`config.mk`:
```
export PLATFORM = sky130hd
export DESIGN_NAME = approx_mul_err_monitor
export DESIGN_NICKNAME = d
export VERILOG_FILES = /design/src/rtl/approx_mul_err_monitor.sv
export SDC_FILE = /design/constraint.sdc
export NUM_CORES = 1
export LEC_CHECK = 0
export CAP_MARGIN = 20
export CORE_ASPECT_RATIO = 0.7
export CORE_MARGIN = 2
export CORE_UTILIZATION = 56
export DETAILED_ROUTE_END_ITERATION = 6
export PLACE_DENSITY = 0.8
export SLEW_MARGIN = 15
export SYNTH_ARGS = -nofsm -noshare
export SYNTH_HDL_FRONTEND = slang
export SYNTH_SLANG_ARGS = --single-unit
```
`constraint.sdc`:
```
create_clock -name clk -period 19.7 [get_ports clk]
set_input_delay 3.94 -clock clk [delete_from_list [all_inputs] [get_ports clk]]
set_output_delay 3.94 -clock clk [all_outputs]
set_load 0.03 [all_outputs]
```
`src/rtl/approx_mul_err_monitor.sv`:
```
// Error-metric engine for approximate multipliers.
// Takes (a, b, apprx) samples, forms the exact product, and accumulates
// error count, zero-product count, signed/absolute error-distance sums and
// the maximum error distance over a run of num_samples samples.
module approx_mul_err_monitor #(
  parameter int W     = 8,
  parameter int CNT_W = 32,
  parameter int ACC_W = 2 * W + CNT_W
) (
  input  logic               clk,
  input  logic               rst,
  input  logic               start,
  input  logic [CNT_W-1:0]   num_samples,
  input  logic               in_valid,
  output logic               in_ready,
  input  logic [W-1:0]       a,
  input  logic [W-1:0]       b,
  input  logic [2*W-1:0]     apprx,
  output logic               busy,
  output logic               done,
  output logic [CNT_W-1:0]   sample_cnt,
  output logic [CNT_W-1:0]   err_cnt,
  output logic [CNT_W-1:0]   zero_cnt,
  output logic [ACC_W-1:0]   sum_abs_ed,
  output logic [ACC_W:0]     sum_ed,
  output logic [2*W-1:0]     max_ed
);

  localparam int PW = 2 * W;
  localparam logic [CNT_W-1:0] CNT_ONE = {{(CNT_W-1){1'b0}}, 1'b1};

  typedef enum logic [1:0] {
    S_IDLE  = 2'd0,
    S_RUN   = 2'd1,
    S_DRAIN = 2'd2,
    S_DONE  = 2'd3
  } state_t;

  // Saturating increment of a sample counter.
  function automatic logic [CNT_W-1:0] sat_inc(input logic [CNT_W-1:0] c, input logic en);
    logic [CNT_W-1:0] r;
    if (en && (c != {CNT_W{1'b1}})) begin
      r = c + CNT_ONE;
    end else begin
      r = c;
    end
    return r;
  endfunction

  // Saturating unsigned accumulate of an absolute error distance.
  function automatic logic [ACC_W-1:0] sat_add_u(input logic [ACC_W-1:0] acc,
                                                 input logic [PW-1:0]    v);
    logic [ACC_W:0]   s;
    logic [ACC_W-1:0] r;
    s = {1'b0, acc} + {{(ACC_W+1-PW){1'b0}}, v};
    if (s[ACC_W]) begin
      r = {ACC_W{1'b1}};
    end else begin
      r = s[ACC_W-1:0];
    end
    return r;
  endfunction

  // Saturating two's-complement accumulate of a signed error distance.
  function automatic logic [ACC_W:0] sat_add_s(input logic [ACC_W:0] acc,
                                               input logic [PW:0]    d);
    logic [ACC_W+1:0] s;
    logic [ACC_W:0]   r;
    s = {acc[ACC_W], acc} + {{(ACC_W+1-PW){d[PW]}}, d};
    if (s[ACC_W+1] != s[ACC_W]) begin
      if (s[ACC_W+1]) begin
        r = {1'b1, {ACC_W{1'b0}}};
      end else begin
        r = {1'b0, {ACC_W{1'b1}}};
      end
    end else begin
      r = s[ACC_W:0];
    end
    return r;
  endfunction

  state_t             state_q;
  logic [CNT_W-1:0]   num_q;
  logic [CNT_W-1:0]   acc_cnt_q;
  logic               in_ready_q;
  logic               busy_q;
  logic               done_q;

  logic               s1_v_q;
  logic [PW-1:0]      s1_exact_q;
  logic [PW-1:0]      s1_apprx_q;

  logic               s2_v_q;
  logic [PW:0]        s2_diff_q;
  logic [PW-1:0]      s2_abs_q;
  logic               s2_zero_q;
  logic               s2_err_q;

  logic [CNT_W-1:0]   sample_cnt_q;
  logic [CNT_W-1:0]   err_cnt_q;
  logic [CNT_W-1:0]   zero_cnt_q;
  logic [ACC_W-1:0]   sum_abs_q;
  logic [ACC_W:0]     sum_ed_q;
  logic [PW-1:0]      max_ed_q;

  logic               accept_s;
  logic               start_acc_s;
  logic [PW-1:0]      exact_d;
  logic [PW:0]        diff_d;
  logic [PW:0]        neg_d;
  logic [PW-1:0]      abs_d;

  assign accept_s    = in_valid & in_ready_q;
  assign start_acc_s = start & ((state_q == S_IDLE) | (state_q == S_DONE));
  assign exact_d     = {{W{1'b0}}, a} * {{W{1'b0}}, b};

  // Error distance of the sample held in stage 1.
  always_comb begin
    diff_d = {1'b0, s1_exact_q} - {1'b0, s1_apprx_q};
    neg_d  = {(PW+1){1'b0}} - diff_d;
    if (diff_d[PW]) begin
      abs_d = neg_d[PW-1:0];
    end else begin
      abs_d = diff_d[PW-1:0];
    end
  end

  // Run control: accept counting, drain of the pipeline and status outputs.
  always_ff @(posedge clk or posedge rst) begin
    if (rst) begin
      state_q    <= S_IDLE;
      num_q      <= {CNT_W{1'b0}};
      acc_cnt_q  <= {CNT_W{1'b0}};
      in_ready_q <= 1'b0;
      busy_q     <= 1'b0;
      done_q     <= 1'b0;
    end else begin
      case (state_q)
        S_IDLE, S_DONE: begin
          if (start) begin
            num_q     <= num_samples;
            acc_cnt_q <= {CNT_W{1'b0}};
            if (num_samples == {CNT_W{1'b0}}) begin
              state_q    <= S_DONE;
              in_ready_q <= 1'b0;
              busy_q     <= 1'b0;
              done_q     <= 1'b1;
            end else begin
              state_q    <= S_RUN;
              in_ready_q <= 1'b1;
              busy_q     <= 1'b1;
              done_q     <= 1'b0;
            end
          end
        end
        S_RUN: begin
          if (accept_s) begin
            acc_cnt_q <= acc_cnt_q + CNT_ONE;
            if (acc_cnt_q == (num_q - CNT_ONE)) begin
              state_q    <= S_DRAIN;
              in_ready_q <= 1'b0;
            end
          end
        end
        S_DRAIN: begin
          // Both stages empty: the last sample has reached the results.
          if (!s1_v_q && !s2_v_q) begin
            state_q <= S_DONE;
            busy_q  <= 1'b0;
            done_q  <= 1'b1;
          end
        end
        default: begin
          state_q    <= S_IDLE;
          in_ready_q <= 1'b0;
          busy_q     <= 1'b0;
          done_q     <= 1'b0;
        end
      endcase
    end
  end

  // Stage 1: exact product and approximate product of the accepted sample.
  always_ff @(posedge clk or posedge rst) begin
    if (rst) begin
      s1_v_q     <= 1'b0;
      s1_exact_q <= {PW{1'b0}};
      s1_apprx_q <= {PW{1'b0}};
    end else begin
      s1_v_q <= accept_s;
      if (accept_s) begin
        s1_exact_q <= exact_d;
        s1_apprx_q <= apprx;
      end
    end
  end

  // Stage 2: signed and absolute error distance plus per-sample flags.
  always_ff @(posedge clk or posedge rst) begin
    if (rst) begin
      s2_v_q    <= 1'b0;
      s2_diff_q <= {(PW+1){1'b0}};
      s2_abs_q  <= {PW{1'b0}};
      s2_zero_q <= 1'b0;
      s2_err_q  <= 1'b0;
    end else begin
      s2_v_q <= s1_v_q;
      if (s1_v_q) begin
        s2_diff_q <= diff_d;
        s2_abs_q  <= abs_d;
        s2_zero_q <= (s1_exact_q == {PW{1'b0}});
        s2_err_q  <= (diff_d != {(PW+1){1'b0}});
      end
    end
  end

  // Result accumulators: cleared by an accepted start, updated per sample.
  always_ff @(posedge clk or posedge rst) begin
    if (rst) begin
      sample_cnt_q <= {CNT_W{1'b0}};
      err_cnt_q    <= {CNT_W{1'b0}};
      zero_cnt_q   <= {CNT_W{1'b0}};
      sum_abs_q    <= {ACC_W{1'b0}};
      sum_ed_q     <= {(ACC_W+1){1'b0}};
      max_ed_q     <= {PW{1'b0}};
    end else if (start_acc_s) begin
      sample_cnt_q <= {CNT_W{1'b0}};
      err_cnt_q    <= {CNT_W{1'b0}};
      zero_cnt_q   <= {CNT_W{1'b0}};
      sum_abs_q    <= {ACC_W{1'b0}};
      sum_ed_q     <= {(ACC_W+1){1'b0}};
      max_ed_q     <= {PW{1'b0}};
    end else if (s2_v_q) begin
      sample_cnt_q <= sat_inc(sample_cnt_q, 1'b1);
      err_cnt_q    <= sat_inc(err_cnt_q, s2_err_q);
      zero_cnt_q   <= sat_inc(zero_cnt_q, s2_zero_q);
      sum_abs_q    <= sat_add_u(sum_abs_q, s2_abs_q);
      sum_ed_q     <= sat_add_s(sum_ed_q, s2_diff_q);
      if (s2_abs_q > max_ed_q) begin
        max_ed_q <= s2_abs_q;
      end
    end
  end

  assign in_ready   = in_ready_q;
  assign busy       = busy_q;
  assign done       = done_q;
  assign sample_cnt = sample_cnt_q;
  assign err_cnt    = err_cnt_q;
  assign zero_cnt   = zero_cnt_q;
  assign sum_abs_ed = sum_abs_q;
  assign sum_ed     = sum_ed_q;
  assign max_ed     = max_ed_q;

endmodule

```
After elaboration in Yosys (flattened, before gate mapping)
Cells that the tools add are included.
- add/subtract/negate cells: 9
- multiply operators: 1
- $lt $le $gt $ge: 1
- equality and inequality tests: 12
- mux-type cells: 40
- bitwise operators: 3
- reductions and logical operators: 26
- operator list (operator ; number):
    $mux W32 ; 11
    $mux W49 ; 4
    $mux W48 ; 3
    $add A32 B1 Y32 const B ; 4
    $ne A32 B32 Y1 const B ; 3
    $mux W16 ; 4
    $pmux W32 S2 ; 1
    $add A49 B17 Y50 ; 1
    $add A48 B16 Y49 ; 1
    $eq A32 B32 Y1 ; 1
    $logic_not A32 Y1 ; 1
    $sub A32 B1 Y32 const B ; 1
    $reduce_bool A17 Y1 ; 1
    $sub A16 B16 Y17 ; 1
    $gt A16 B16 Y1 ; 1
    $logic_not A16 Y1 ; 1
    $mul A8 B8 Y16 ; 1
    $sub A1 B16 Y16 const A ; 1
    $reduce_bool A2 Y1 ; 7
    $mux W2 ; 5
    $reduce_and A2 Y1 ; 5
    $mux W1 ; 8
    $ne A2 B2 Y1 const B ; 4
    $reduce_and A4 Y1 ; 2
    12 further kinds ; 20
- register bits: 347
- input port bits: 68
- output and inout bits: 212
- word-level logic and storage cells: 112

Depth between registers and ports, before layout
Gate-level depths: netlist (run 1).
- depth after elaboration: 5
- gate-level depth with buffers: 19
- depth with buffers taken out: 19

Worst setup path after synthesis (run 1)
Ideal clock, no wire load.
- path kind: input to register
- start point: input a[0]
- end point: register s1_exact_q[15]
- setup time: 0.134 ns
- data arrival time: 7.772 ns
- data required time: 19.566 ns
- path slack: 11.793 ns
- cell stages on the path: 17
- path buffers: 0
- cells stage by stage: nand2_1 -> fa_1 -> fa_1 -> inv_1 -> fa_1 -> inv_1 -> fa_1 -> inv_1 -> ha_1 -> a21boi_0 -> o21ai_0 -> a21boi_0 -> o21ai_0 -> a21oi_1 -> o41ai_1 -> xnor2_1 -> o21ai_0
- cells in the longest elaborated chain, start to end: 1
- ends and longest elaborated chain (what ; RTL line ; source):
    start: declaration ; 16 ; input logic [W-1:0] a,
    $mul A8 B8 Y16 ; 115 ; assign exact_d = {{W{1'b0}}, a} * {{W{1'b0}}, b};
    end signal: assignment ; 187 ; s1_exact_q <= {PW{1'b0}};
    end signal: assignment ; 192 ; s1_exact_q <= exact_d;
    end: declaration ; 90 ; logic [PW-1:0] s1_exact_q;
No other way between the ends.
A chain may end at the register's enable or synchronous reset.

Final worst setup path (run 1)
Same ends and word-level chain as after synthesis.

==> flow_summary_export.csv, run 1 <==
group,metric,value,unit
status,status,"finished, final reports clean",
grt,grt_max_degree,146,
place,portBuffers,279,
yosys,synth_most_common_cell,"dfrtp_1",
yosys,synth_area_leaders,"dfrtp_1 (37%), ha_1 (7.7%), nand2_1 (5.0%)",
die,placementRows,62,
yosys,syn-cell-area,23300,sq um
drt,drtIter0Drc,1613,
drt,ant_nets,0,
yosys,ys_seq_area_share,37.2,%
critical_path,critPathMaxStageDelay,0.54,ns
timing,slew_violations,0,
cts,clkTransAtPathRegs,0.06,ns
die,die_width,248,um
cts,hold_buffers,0,
finish,fillerInstances,3219,
drt,dr.pass1.iters,6,
grt,antenna_found_initial,0,
critical_path,arrival,8.82,ns
drt,viasPerCell,5.93,
timing,period_minus_slack,8.46,ns
grt,grt_use_total,29.5,%
critical_path,critPathKind,"in -> reg",
die,initial_core_util,56.8,%
yosys,synth_edf_count,0,
yosys,synth.avg_cell_area,8.67,sq um
cts,cts_root_buffer,"clkbuf_16",
critical_path,crit_buf_inv,3,
cts,postCtsSetupBuffers,0,
finish,area_growth,19.8,%
drt,drc_errors,0,
grt,overflow,0,
cts,cts_buffers,38,
finish,drive_above_1_share,4.59,%
yosys,synth.top_cell.area_share,37.2,%
cts,post_cts_resized,0,
power,power,4730,uW
critical_path,critPathLaunchType,"input port",
timing,setup_viol,0,
yosys,synth_ff_type,"dfrtp_1",
drt,wl_per_cell,18.2,um
min_path,min_path_type,"reg -> reg",
critical_path,slowest_stage,"clkdlybuf4s50_1",
timing,fmax,118,MHz
yosys,yosysUniqueCellTypes,75,
power,peakVddDrop,0.208,mV
finish,diodes,0,
die,boundaryPins,280,
critical_path,cpMostUsedCell,"o21ai_0",
timing,tns,0,ns
die,die-area,43200,sq um
place,place_congestion,0.894,
cts,clockBufferDepth,3,
critical_path,critPathMaxFanout,8,
critical_path,end_kind,"flop",
critical_path,cp.required,20.07,ns
yosys,ys_async_sr_fraction,100,%
power,power_leakage,0.0123,uW
critical_path,crit_family,"adder cells",
drt,wl,63.5,mm
yosys,yosys-top-cells-count,"dfrtp_1 (346), nand2_1 (311), nor2_1 (271)",
cts,htree_levels,2,
cts,cts_tree,"done",
power,power_density,170,nW/um^2
timing,hold_viol,0,
yosys,synth_seq_cells,346,
yosys,synth_cells,2682,
drt,num_vias,20700,
grt,grt_pass1_vias,20000,
timing,tightestPinTransition,1.24,ns
yosys,ys_warn_count,0,
grt,grt_pass1_wl,104,mm
timing,maxSlewHeadroom,16.3,%
timing,rsz0062_at_grt,"no",
yosys,synth_top_area_cell,"dfrtp_1",
timing,skew,0.0226,ns
cts,cts_sinks,346,
timing,min_period_over_period,42.9,%
cts,worstSkewPairLatency,0.54,ns
critical_path,crit_path_cell_trace,"clkdlybuf4s50_1, and2_1, fa_1, fa_1, ha_1, inv_1, fa_1, inv_1, ha_1, nor2b_1, o21ai_0, a21boi_0, o21ai_0, a21boi_0, o21ai_0, a21oi_1, o41ai_1, xnor2_1, o21ai_0",
finish,layout.nets,3163,
run,cap_viol_max_count,0,
die,die_y,174,um
die,core,41000,sq um
yosys,syn_nets,2932,
place,dp_hpwl,46.9,mm
[worst paths after layout]
kind                       depth (start not counted)         start  slack (ns)              to
setup / recovery                                  19          a[0]       11.24  s1_exact_q[15]
hold / removal                                     2     num_q[31]        0.51       num_q[31]
setup reg to reg                                  13  s2_diff_q[0]       14.60  sum_abs_ed[35]
hold reg to reg                                    2     num_q[31]        0.51       num_q[31]
max in group asynchronous                          5           rst       13.51     err_cnt[15]
min in group asynchronous                          2           rst        3.79        in_ready
[cells by family (layout without fill, tap and decap cells)]
logic type                 after synthesis  count (layout)  synth area share [%]
xor gates and xnor gates               233             233                  8.78
muxes                                   35              35                  1.62
and+or+nand+nor                       1035            1035                  21.4
AOI/OAI and AO/OA                      589             589                  15.6
DFF                                    346             346                  37.2
buffers and inverters                  261             518                  4.26
adders and majority gates              183             183                  11.1
[power breakdown]
group | switching, uW | internal [uW]
registers | 206 | 899
logic | 1710 | 1150
clock network | 303 | 456
[state kept, by name, indices dropped and copies added, names as in the netlist, 17 cells and up]
signal      flops
sum_ed         49
err_cnt        32
acc_cnt_q      32
zero_cnt       32
sum_abs_ed     48
s2_diff_q      17
sample_cnt     32
num_q          32
[layout make-up]
type                            count  area (sq um)  area share [%]
Clock inverter                     15           233           0.835
Multi-Input combinational cell   2075         13600            49.0
Tap cell                          544           681            2.44
Clock buffer                       51          1090            3.92
Timing Repair Buffer              297          2960            10.6
Sequential cell                   346          8660            31.1
Inverter                          155           589            2.12
[routing by layer]
metal  vias to the layer above  part of all wire [%]  global-route usage (%)
met4                         0                   3.0                    8.93
li1                       9835                     -                       -
met3                       117                   6.8                    4.83
met5                         -                     0                       0
met2                       636                    46                    46.8
met1                     10100                    44                    41.4
[worst register-to-register path, stage by stage, from the launching register on]
cell	delay, ns
dfrtp_1	0.50
ha_1	0.26
inv_1	0.07
fa_1	0.20
nor2b_1	0.06
o21ai_0	0.25
a21oi_1	0.13
o21ai_0	0.34
a21oi_1	0.22
a221oi_1	0.79
or3_1	0.86
nand2_1	0.47
nor3_1	0.61
a311oi_1	0.19
[placed cells by master (no fill, tap or decap), types with 40 or more instances in the layout]
cell type        instances
xnor2_1                108
inv_1                  154
and2_1                  67
xor2_1                 124
nor2_1                 270
o21ai_0                181
clkdlybuf4s50_1        279
dfrtp_1                344
a21oi_1                154
nand2_1                310
ha_1                   143
nand3_1                 92
nand4_1                 49
nor3_1                  44
a21o_1                  40
[per-stage QoR]
stage | hold WS, ns | util, % | cells | cell area, sq um | setup slack (ns)
after floorplan | 0.352 | - | 2682 | 23300 | 6.17
after global placement | 0.490 | 64.6 | 3414 | 26500 | 10.87
after detailed placement | 0.496 | 64.6 | 3415 | 26500 | 10.72
after CTS | 0.509 | 67.9 | 3481 | 27800 | 11.26
after global routing | 0.544 | 68.0 | 3483 | 27900 | 10.92
final | 0.508 | 68.0 | 3483 | 27900 | 11.24
No activity file was read; power rests on OpenSTA's default activity.
==> inputs of run 2 (changes only) <==
Clock period 19.7 ns to 8.65 ns, I/O delays scaled along.
==> run 2 against run 1 <==
Compared with the run above:
- routed wire length barely moved
- worst hold slack worse by 0.0053 ns
- largest power group unchanged
- largest cell class unchanged
- die area did not move
==> flow_summary_export.csv, run 2 (synthesis results as in run 1) <==
group,metric,value,unit
run,cap_viol_max_count,0,
timing,finalHoldWorstSlack,0.502,ns
power,combPwrFrac,60.6,%
drt,wl_per_cell,18.3,um
power,power_density,386,nW/um^2
timing,setup_viol,0,
die,boundaryPins,280,
critical_path,reg2reg_depth,13,
critical_path,r2r-start,"s2_diff_q[0]",
drt,num_vias,20800,
critical_path,critPathKind,"in -> reg",
timing,skew,0.0177,ns
critical_path,crit_start,"b[4]",
critical_path,critPathLaunchType,"input port",
critical_path,crit_path_cell_trace,"clkdlybuf4s50_1, and2_1, fa_1, fa_1, ha_1, inv_1, fa_1, inv_1, ha_1, nor2b_1, o21ai_0, a21boi_0, o21ai_0, a21boi_0, o21ai_0, a21oi_1, o41ai_1, xnor2_1, o21ai_0",
finish,drive_above_1_share,4.77,%
cts,postCtsSetupBuffers,0,
timing,period_minus_slack,6.16,ns
finish,area_growth,19.7,%
timing,tightestPinTransition,1.06,ns
cts,htree_levels,2,
cts,cts_buffers,37,
drt,drc_errors,0,
critical_path,cpMostUsedCell,"o21ai_0",
critical_path,arrival,6.53,ns
finish,diodes,0,
timing,hold_viol,0,
die,die_y,174,um
critical_path,r2r_setup_slack,3.48,ns
status,status,"finished, final reports clean",
drt,viasPerCell,5.99,
power,intPower,5690,uW
timing,tns,0,ns
grt,grt_pass1_vias,20200,
min_path,min_path_type,"reg -> reg",
timing,maxSlewHeadroom,28.5,%
timing,slew_violations,0,
finish,final_common_cell,"dfrtp_1",
grt,grt_pass1_wl,104,mm
cts,clkTransAtPathRegs,0.06,ns
power,p_switching,5060,uW
power,power_leakage,0.0123,uW
place,placed_cells,3416,
power,switching_share,47.1,%
timing,rsz0062_at_grt,"no",
drt,dr.pass1.iters,5,
place,place_congestion,0.909,
cts,cts_sinks,346,
power,power_frac_clock,15.9,%
finish,final_cell_mix,"dfrtp_1 (344), nand2_1 (310), clkdlybuf4s50_1 (279), nor2_1 (270), o21ai_0 (181)",
place,portBuffers,279,
timing,min_period_over_period,71.2,%
drt,ant_nets,0,
drt,drtIter0Drc,1564,
die,initial_core_util,56.8,%
die,core,41000,sq um
cts,cts_root_buffer,"clkbuf_16",
die,die_width,248,um
cts,post_cts_resized,0,
cts,worstSkewPairLatency,0.54,ns
grt,grt_max_degree,133,
min_path,holdCritStartpoint,"num_q[31]",
critical_path,cp.required,9.02,ns
finish,layout.nets,3162,
finish,largest_register_ff_count,49,
critical_path,slowest_stage,"clkdlybuf4s50_1",
die,die-area,43200,sq um
die,placementRows,62,
cts,clockBufferDepth,3,
timing,fmax,162,MHz
power,seq_power_share,23.5,%
cts,hold_buffers,0,
critical_path,critPathMaxStageDelay,0.57,ns
power,peakVddDrop,0.471,mV
finish,instances_no_fill,3482,
grt,overflow,0,
grt,antenna_found_initial,0,
grt,grt_use_total,29.5,%
critical_path,r2r-end,"sum_abs_ed[45]",
place,dp_hpwl,46.5,mm
drt,wl,63.5,mm
critical_path,end_kind,"flop",
min_path,min_to,"num_q[31]",
critical_path,critPathMaxFanout,8,
min_path,min_path_cells,2,
cts,cts_tree,"done",
-- run 2: power by group through the flow --
stage,Combinational (uW),Clock (uW),Sequential (uW)
2_1_floorplan,4190,0,2930
3_3_place_gp,6230,0,2520
3_5_place_dp,6390,0,2530
4_1_cts,6450,1740,2510
5_1_grt,7200,1810,2580
6_report,6520,1710,2520
-- run 2: worst max path at each step --
stage / end / slack, ns
floorplan: acc_cnt_q[0] / 2.29
global placement: s1_exact_q[15] / 2.01
detailed placement: s1_exact_q[15] / 1.97
CTS: s1_exact_q[15] / 2.51
global route: s1_exact_q[15] / 2.03
finish: s1_exact_q[15] / 2.49
-- run 2: routing by layer --
metal,vias up,track usage [%],part of all wire [%]
met4,0,9.48,2.8
met5,-,0,0
met1,10100,42.3,45
met3,128,3.63,6.4
met2,706,46.6,46
li1,9866,-,-
-- run 2: critical path: cells and delay by family --
kind                     cells  cell delay, ns
adder cells (fa/ha/maj)      5            2.08
AO/OA/AOI/OAI                8            1.53
buffers and inverters        3            0.66
AND/OR/NAND/NOR              2            0.38
XOR/XNOR                     1            0.15
-- run 2: layout make-up --
class	instances	area, sq um
Clock buffer	51	1120
Clock inverter	14	194
Fill cell	3273	13100
Inverter	155	586
Multi-Input combinational cell	2075	13600
Sequential cell	346	8660
Tap cell	544	681
Timing Repair Buffer	297	2940
-- run 2: metrics by stage --
step	setup WS, ns	utilization (%)	total power (uW)	cell area, sq um
global route	2.03	67.9	11600	27800
CTS	2.51	67.9	10700	27800
finish	2.49	67.9	10700	27800
floorplan	2.29	-	7120	23300
global placement	2.01	64.7	8750	26500
detailed placement	1.97	64.7	8920	26500
